[src/rtl/inst_arb_pkg.sv]
`default_nettype none
// ============================================================================
// Module      : inst_arb_pkg
// Description : Shared types and helpers for the instance round-robin arbiter.
// Revision    : 1.0 - initial release
// ============================================================================
package inst_arb_pkg;

    localparam int NUM_REQ_DEFAULT = 10;

    typedef enum logic {
        IDLE  = 1'b0,
        GRANT = 1'b1
    } arb_state_e;

    // Wrap with an explicit compare so non-power-of-2 requester counts work.
    function automatic int rr_next_idx(input int idx, input int num);
        return (idx == num - 1) ? 0 : idx + 1;
    endfunction

endpackage
`default_nettype wire

[src/rtl/inst_rr_pick.sv]
`default_nettype none
// ============================================================================
// Module      : inst_rr_pick
// Description : Combinational round-robin picker: first eligible index at or
//               above ptr, wrapping from NUM_REQ-1 to 0.
// Revision    : 1.0 - initial release
// ============================================================================
module inst_rr_pick
    import inst_arb_pkg::*;
#(
    parameter int NUM_REQ = NUM_REQ_DEFAULT,
    parameter int IDX_W   = $clog2(NUM_REQ)
) (
    input  logic [NUM_REQ-1:0] eligible,
    input  logic [IDX_W-1:0]   ptr,
    output logic               found,
    output logic [IDX_W-1:0]   idx,
    output logic [NUM_REQ-1:0] onehot
);

    logic [IDX_W:0]   sum;
    logic [IDX_W-1:0] cand;

    always_comb begin
        found = 1'b0;
        idx   = '0;
        sum   = '0;
        cand  = '0;
        for (int i = 0; i < NUM_REQ; i++) begin
            sum = {1'b0, ptr} + (IDX_W+1)'(i);
            if (sum >= (IDX_W+1)'(NUM_REQ)) begin
                sum = sum - (IDX_W+1)'(NUM_REQ);
            end
            cand = sum[IDX_W-1:0];
            if (!found && eligible[cand]) begin
                found = 1'b1;
                idx   = cand;
            end
        end
        onehot = found ? (NUM_REQ'(1) << idx) : '0;
    end

endmodule
`default_nettype wire

[src/rtl/inst_rr_arbiter.sv]
`default_nettype none
// ============================================================================
// Module      : inst_rr_arbiter
// Description : Round-robin arbiter with hold timeout and per-requester block
//               mask. Optional grant/timeout counters: INST_RR_ARB_STATS_EN.
// Revision    : 1.0 - initial release
// ============================================================================
module inst_rr_arbiter
    import inst_arb_pkg::*;
#(
    parameter int NUM_REQ  = NUM_REQ_DEFAULT,
    parameter int IDX_W    = $clog2(NUM_REQ),
    parameter int MAX_HOLD = 16,
    parameter int HOLD_W   = (MAX_HOLD > 0) ? $clog2(MAX_HOLD + 1) : 1
) (
    input  logic               clk,
    input  logic               rst,
    input  logic [NUM_REQ-1:0] req_i,
    output logic [NUM_REQ-1:0] gnt_o,
    output logic               gnt_valid_o,
    output logic [IDX_W-1:0]   gnt_idx_o,
    output logic               timeout_o,
    output logic [IDX_W-1:0]   timeout_idx_o
`ifdef INST_RR_ARB_STATS_EN
    ,
    output logic [15:0]        grant_cnt_o,
    output logic [15:0]        timeout_cnt_o
`endif
);

    localparam logic [HOLD_W-1:0] HOLD_LAST = (MAX_HOLD > 0) ? HOLD_W'(MAX_HOLD - 1) : '0;

    arb_state_e         state, nxt_state;
    logic [IDX_W-1:0]   ptr, nxt_ptr;
    logic [NUM_REQ-1:0] block_mask, nxt_mask;
    logic [HOLD_W-1:0]  hold_cnt, nxt_hold;
    logic [NUM_REQ-1:0] nxt_gnt;
    logic               nxt_gnt_valid;
    logic [IDX_W-1:0]   nxt_gnt_idx;
    logic               nxt_timeout;
    logic [IDX_W-1:0]   nxt_timeout_idx;

    logic [NUM_REQ-1:0] eligible;
    logic               pick_found;
    logic [IDX_W-1:0]   pick_idx;
    logic [NUM_REQ-1:0] pick_onehot;

    assign eligible = req_i & ~block_mask;

    inst_rr_pick #(
        .NUM_REQ (NUM_REQ),
        .IDX_W   (IDX_W)
    ) u_pick (
        .eligible (eligible),
        .ptr      (ptr),
        .found    (pick_found),
        .idx      (pick_idx),
        .onehot   (pick_onehot)
    );

    always_comb begin
        nxt_state       = state;
        nxt_ptr         = ptr;
        nxt_mask        = block_mask & req_i;   // a dropped request unblocks itself
        nxt_hold        = hold_cnt;
        nxt_gnt         = gnt_o;
        nxt_gnt_valid   = gnt_valid_o;
        nxt_gnt_idx     = gnt_idx_o;
        nxt_timeout     = 1'b0;
        nxt_timeout_idx = timeout_idx_o;

        case (state)
            IDLE: begin
                if (pick_found) begin
                    nxt_gnt       = pick_onehot;
                    nxt_gnt_valid = 1'b1;
                    nxt_gnt_idx   = pick_idx;
                    nxt_hold      = '0;
                    nxt_state     = GRANT;
                end
            end
            GRANT: begin
                // Release wins over a coincident timeout.
                if (!req_i[gnt_idx_o]) begin
                    nxt_gnt       = '0;
                    nxt_gnt_valid = 1'b0;
                    nxt_ptr       = IDX_W'(rr_next_idx(int'(gnt_idx_o), NUM_REQ));
                    nxt_state     = IDLE;
                end else if (MAX_HOLD != 0 && hold_cnt == HOLD_LAST) begin
                    nxt_gnt              = '0;
                    nxt_gnt_valid        = 1'b0;
                    nxt_timeout          = 1'b1;
                    nxt_timeout_idx      = gnt_idx_o;
                    nxt_mask[gnt_idx_o]  = 1'b1;
                    nxt_ptr              = IDX_W'(rr_next_idx(int'(gnt_idx_o), NUM_REQ));
                    nxt_state            = IDLE;
                end else if (MAX_HOLD != 0) begin
                    nxt_hold = hold_cnt + HOLD_W'(1);
                end
            end
            default: nxt_state = IDLE;
        endcase
    end

    always_ff @(posedge clk or posedge rst) begin
        if (rst) begin
            state         <= IDLE;
            ptr           <= '0;
            block_mask    <= '0;
            hold_cnt      <= '0;
            gnt_o         <= '0;
            gnt_valid_o   <= 1'b0;
            gnt_idx_o     <= '0;
            timeout_o     <= 1'b0;
            timeout_idx_o <= '0;
        end else begin
            state         <= nxt_state;
            ptr           <= nxt_ptr;
            block_mask    <= nxt_mask;
            hold_cnt      <= nxt_hold;
            gnt_o         <= nxt_gnt;
            gnt_valid_o   <= nxt_gnt_valid;
            gnt_idx_o     <= nxt_gnt_idx;
            timeout_o     <= nxt_timeout;
            timeout_idx_o <= nxt_timeout_idx;
        end
    end

`ifdef INST_RR_ARB_STATS_EN
    // Saturating event counters: new grants and revocations.
    always_ff @(posedge clk or posedge rst) begin
        if (rst) begin
            grant_cnt_o   <= '0;
            timeout_cnt_o <= '0;
        end else begin
            if (state == IDLE && pick_found && grant_cnt_o != 16'hFFFF) begin
                grant_cnt_o <= grant_cnt_o + 16'd1;
            end
            if (nxt_timeout && timeout_cnt_o != 16'hFFFF) begin
                timeout_cnt_o <= timeout_cnt_o + 16'd1;
            end
        end
    end
`endif

endmodule
`default_nettype wire

[config.mk]
export PLATFORM = sky130hd
export DESIGN_NAME = inst_rr_arbiter
export DESIGN_NICKNAME = d
export VERILOG_FILES = /design/src/rtl/inst_arb_pkg.sv /design/src/rtl/inst_rr_pick.sv /design/src/rtl/inst_rr_arbiter.sv
export SDC_FILE = /design/constraint.sdc
export NUM_CORES = 1
export LEC_CHECK = 0
export CAP_MARGIN = 10
export CORE_ASPECT_RATIO = 0.6
export CORE_MARGIN = 2
export CORE_UTILIZATION = 55
export DETAILED_ROUTE_END_ITERATION = 6
export PLACE_DENSITY = 0.73
export SYNTH_ARGS = -nofsm -noshare
export SYNTH_HDL_FRONTEND = slang
export SYNTH_SLANG_ARGS = --single-unit
[constraint.sdc]
create_clock -name clk -period 14.5 [get_ports clk]
set_input_delay 1.45 -clock clk [delete_from_list [all_inputs] [get_ports clk]]
set_output_delay 1.45 -clock clk [all_outputs]
set_load 0.01 [all_outputs]
==> flow_results.org <==
** Status
- Result of the run :: completed

** Global route
- The first global-routing pass estimated 24700 microns of wire.
- Global routing finished with a remaining overflow of 0.
- Via count of the first global-routing pass :: 4493
- Number of antenna violations at the first check in global routing :: 0
- Largest net degree at the start of global routing :: 47
- Across every metal layer, demand over resource in global routing totals 32.5%.

** Critical path
- Walking the worst path, the cells encountered are inv_1 -> ha_1 -> inv_1 -> ha_1 -> inv_1 -> a2111oi_0 -> a311oi_2 -> mux2i_1 -> a22oi_1 -> nor2b_1 -> and3b_1 -> o31ai_1 -> nand3b_1 -> o41ai_1.
- The worst setup path is launched from a register.
- CP required :: 14.66 ns
- The worst setup path is of the register to register kind.
- Standard cell with the maximum stage delay on the critical path :: dfrtp_1
- For this run, the slowest stage of the critical path takes 0.94 ns.
- Of all nets on the critical path, the largest fanout is 30.
- Cell mode on critical path :: inv_1
- Category of the worst setup path capture point :: register
- Worst path buffer plus inverter count :: 3
- In this design, the largest share of critical-path delay is due to compound AO/OA/AOI/OAI gates.
- STA puts the critical path data arrival time at 6.72 ns.

** Yosys
- Yosys printed 0 warnings.
- For this run, the leading register cell type out of synthesis is dfrtp_1.
- The cell area that synthesis handed to floorplanning was 4770 sq um.
- Counting flops with a built-in enable in the synthesized netlist gives 0.
- After synthesis, the share of flip-flops with an asynchronous set or reset is 100%.
- FF+latch count, synth :: 40
- Distinct cell type count of the synthesized netlist :: 89
- Sequential cell area fraction in the yosys report :: 21.0%
- Synthesis handed over a netlist of 593 instances.
- The number of nets handed over by synthesis was 630.
- Avg Inst Size Synth :: 8.04 sq um

** Clocking
- The clock net in this run drives a total of 40 sinks.
- Clock transition at the register clock pins on the worst setup and hold paths after CTS :: 0.06 ns
- Buffer depth of the longest clock path :: 2
- TritonCTS clock tree :: yes
- # H-tree levels :: 2
- Post-CTS Hold Fix Bufs :: 0
- In this run the post-CTS setup repair buffer count came out at 0.
- Clock latency on the worst-skew pair, taken at its later pin, is 0.29 ns.
- The number of clock buffers added by TritonCTS is 5.
- Count of instances resized after the clock tree is built :: 0
- Clock Tree Root :: clkbuf_16

** Cells and area
- Area added between synthesis and finish :: 10.3%
- Share of final-layout standard cells stronger than drive strength 1 :: 8.91%
- Number of standard cells in the final layout excluding fillers :: 718
- The number of antenna diodes in the final layout is 0.
- Filler Cells Inserted :: 763
- The finished cells cover 5260 sq um.
- In the final design database the tool counted 642 nets.

** Placement
- Minimum setup slack after placement :: 8.23 ns
- Routability congestion estimate from global placement :: 1.08
- In this run the cell area measured after placement is 5090 sq um.
- After detailed placement, the design holds a cell count of 710.
- Post-DP HPWL :: 11900 microns
- Buffers placed on the I/O ports in this run total 31.

** Floorplan
- Vertical die dimension :: 76.1 microns
- The die covers 9460 sq um.
- The core region is 8460 sq um.
- The die is 124 microns wide.
- Count of pins on the block boundary :: 32
- Row generation in the floorplan step produced 26 rows.
- Initial cell density of the core :: 56.4%

** Timing
- Setup repair after global routing left no endpoint under its margin.
- Based on the critical path, the design can be clocked at up to 152 MHz.
- Transition at the pin with the smallest max-transition slack :: 0.913 ns
- Worst setup skew after layout :: 0.00677 ns
- Max-Slew Margin vs Limit :: 38.3%
- After layout, the worst path uses 45.2% of the clock period.
- Setup slack on the critical path of the routed design comes to 7.94 ns.
- Hold violation count in the final report :: 0
- Number of setup violations in the final report :: 0
- Number of max-slew violations in the final report :: 0
- Post-layout minimum cycle time :: 6.56 ns
- After routing, the total negative slack on setup checks comes to 0 ns.

** Route
- Summed over all layers, the routed wires come to 15700 microns.
- Remaining antenna violation count :: 0
- Via-per-instance ratio :: 7.06
- The detailed router finished its first iteration with 550 violations.
- Total vias in the final route :: 5069
- Number of remaining DRC errors :: 0
- Detail-routed net length per standard cell :: 21.9 microns
- Before antenna repair, the detailed router went through 6 iterations.

** Min path
- Classification of the worst-slack hold path :: register to register

** Job
- Number of max-cap violations :: 0
## registers in the layout, indices dropped and copies added, names as in the netlist, 4 cells and up
signal and flops:
gnt_idx_o 4, hold_cnt 5, ptr 4, timeout_idx_o 4, gnt_o 10, block_mask 10
## cells in the mapped netlist, types with 5 or more instances
| cell | n | share of area [%] |
|---|---|---|
| o31ai_1 | 5 | 0.79 |
| a21boi_0 | 5 | 0.79 |
| a21o_1 | 10 | 1.6 |
| dfrtp_1 | 40 | 21 |
| nand3b_1 | 8 | 1.3 |
| nor3b_1 | 9 | 1.4 |
| clkbuf_1 | 16 | 1.3 |
| a21oi_1 | 31 | 3.3 |
| or2_2 | 6 | 0.79 |
| o211ai_1 | 7 | 1.1 |
| a31oi_1 | 6 | 0.79 |
| nand2_1 | 59 | 4.6 |
| o2111a_1 | 5 | 1.2 |
| nor2b_1 | 10 | 1.3 |
| a32o_1 | 10 | 2.1 |
| a2111oi_0 | 7 | 1.3 |
| xnor2_1 | 11 | 2.0 |
| nor3_1 | 15 | 1.6 |
| inv_1 | 24 | 1.9 |
| o21a_1 | 5 | 0.79 |
| or3_1 | 7 | 0.92 |
| nand2b_1 | 9 | 1.2 |
| nand3_1 | 17 | 1.8 |
| o21ai_0 | 38 | 4.0 |
| and3b_1 | 8 | 1.5 |
| mux2_2 | 9 | 2.1 |
| nor4_1 | 7 | 0.92 |
| a211oi_1 | 17 | 2.7 |
| nor2_1 | 40 | 3.1 |
| ha_1 | 24 | 6.3 |
| and3_1 | 7 | 0.92 |
| mux2i_1 | 11 | 2.3 |
## through the flow
step | utilization, % | hold slack (ns)
floorplan | - | 0.444
global placement | 60.2 | 0.463
detailed placement | 60.2 | 0.465
CTS | 62.2 | 0.479
global route | 62.2 | 0.497
finish | 62.2 | 0.475
## per-layer routing
| metal | wire length, microns | GRT usage, % | part of all wire (%) | up-vias |
|---|---|---|---|---|
| li1 | - | - | - | 2294 |
| met1 | 7520 | 51.4 | 48 | 2447 |
| met2 | 5960 | 43.4 | 38 | 304 |
| met3 | 2020 | 10.7 | 13 | 24 |
| met4 | 187 | 4.16 | 1.2 | 0 |
| met5 | 0 | 0 | 0 | - |
## cell type report
cell class,count,area (sq um),share of cell area [%]
multi-input cells,497,3520,66.9
repair buffers,34,333,6.32
well taps,112,140,2.66
clock buffers,5,125,2.38
inverters,27,101,1.93
flip-flops and latches,40,1000,19.0
clock inverters,3,42.5,0.808
## final timing paths
check / cells past startpoint / start / slack (ns) / to
worst max-delay path: 14 / ptr[1]$_DFFE_PP0P_ / 7.94 / gnt_o[1]$_DFFE_PP0P_
worst min-delay path: 1 / timeout_idx_o[2]$_DFFE_PP0P_ / 0.47 / timeout_idx_o[2]$_DFFE_PP0P_
worst max register to register: 14 / ptr[1]$_DFFE_PP0P_ / 7.94 / gnt_o[1]$_DFFE_PP0P_
worst min register to register: 1 / timeout_idx_o[2]$_DFFE_PP0P_ / 0.47 / timeout_idx_o[2]$_DFFE_PP0P_
max in group asynchronous: 3 / rst / 12.53 / gnt_o[2]$_DFFE_PP0P_
min in group asynchronous: 3 / rst / 1.60 / timeout_idx_o[3]$_DFFE_PP0P_
## logic make-up after synthesis
kind of cell               synth area share (%)
AOI/OAI and AO/OA                          32.3
DFF                                        21.0
muxes                                      5.85
xor gates and xnor gates                   3.23
and+or+nand+nor                            25.7
buffers and inverters                      5.22
adders and majority gates                  6.72
## placed cells by master, fill, tap and decap left out, drive strengths merged, types with 11 or more instances in the layout
cell,synthesis,routed
a211oi,19,19
ha,24,24
xnor2,11,11
mux2i,11,11
o21ai,41,41
inv,25,25
a21oi,34,34
nor3,15,15
nand2,59,59
clkdlybuf4s50,0,31
nand3,18,18
nor2,40,40
dfrtp,40,40
Power is left out: the tool's default activity adds up to more than one toggle a clock period on the data nets, which glitch-free logic cannot reach.
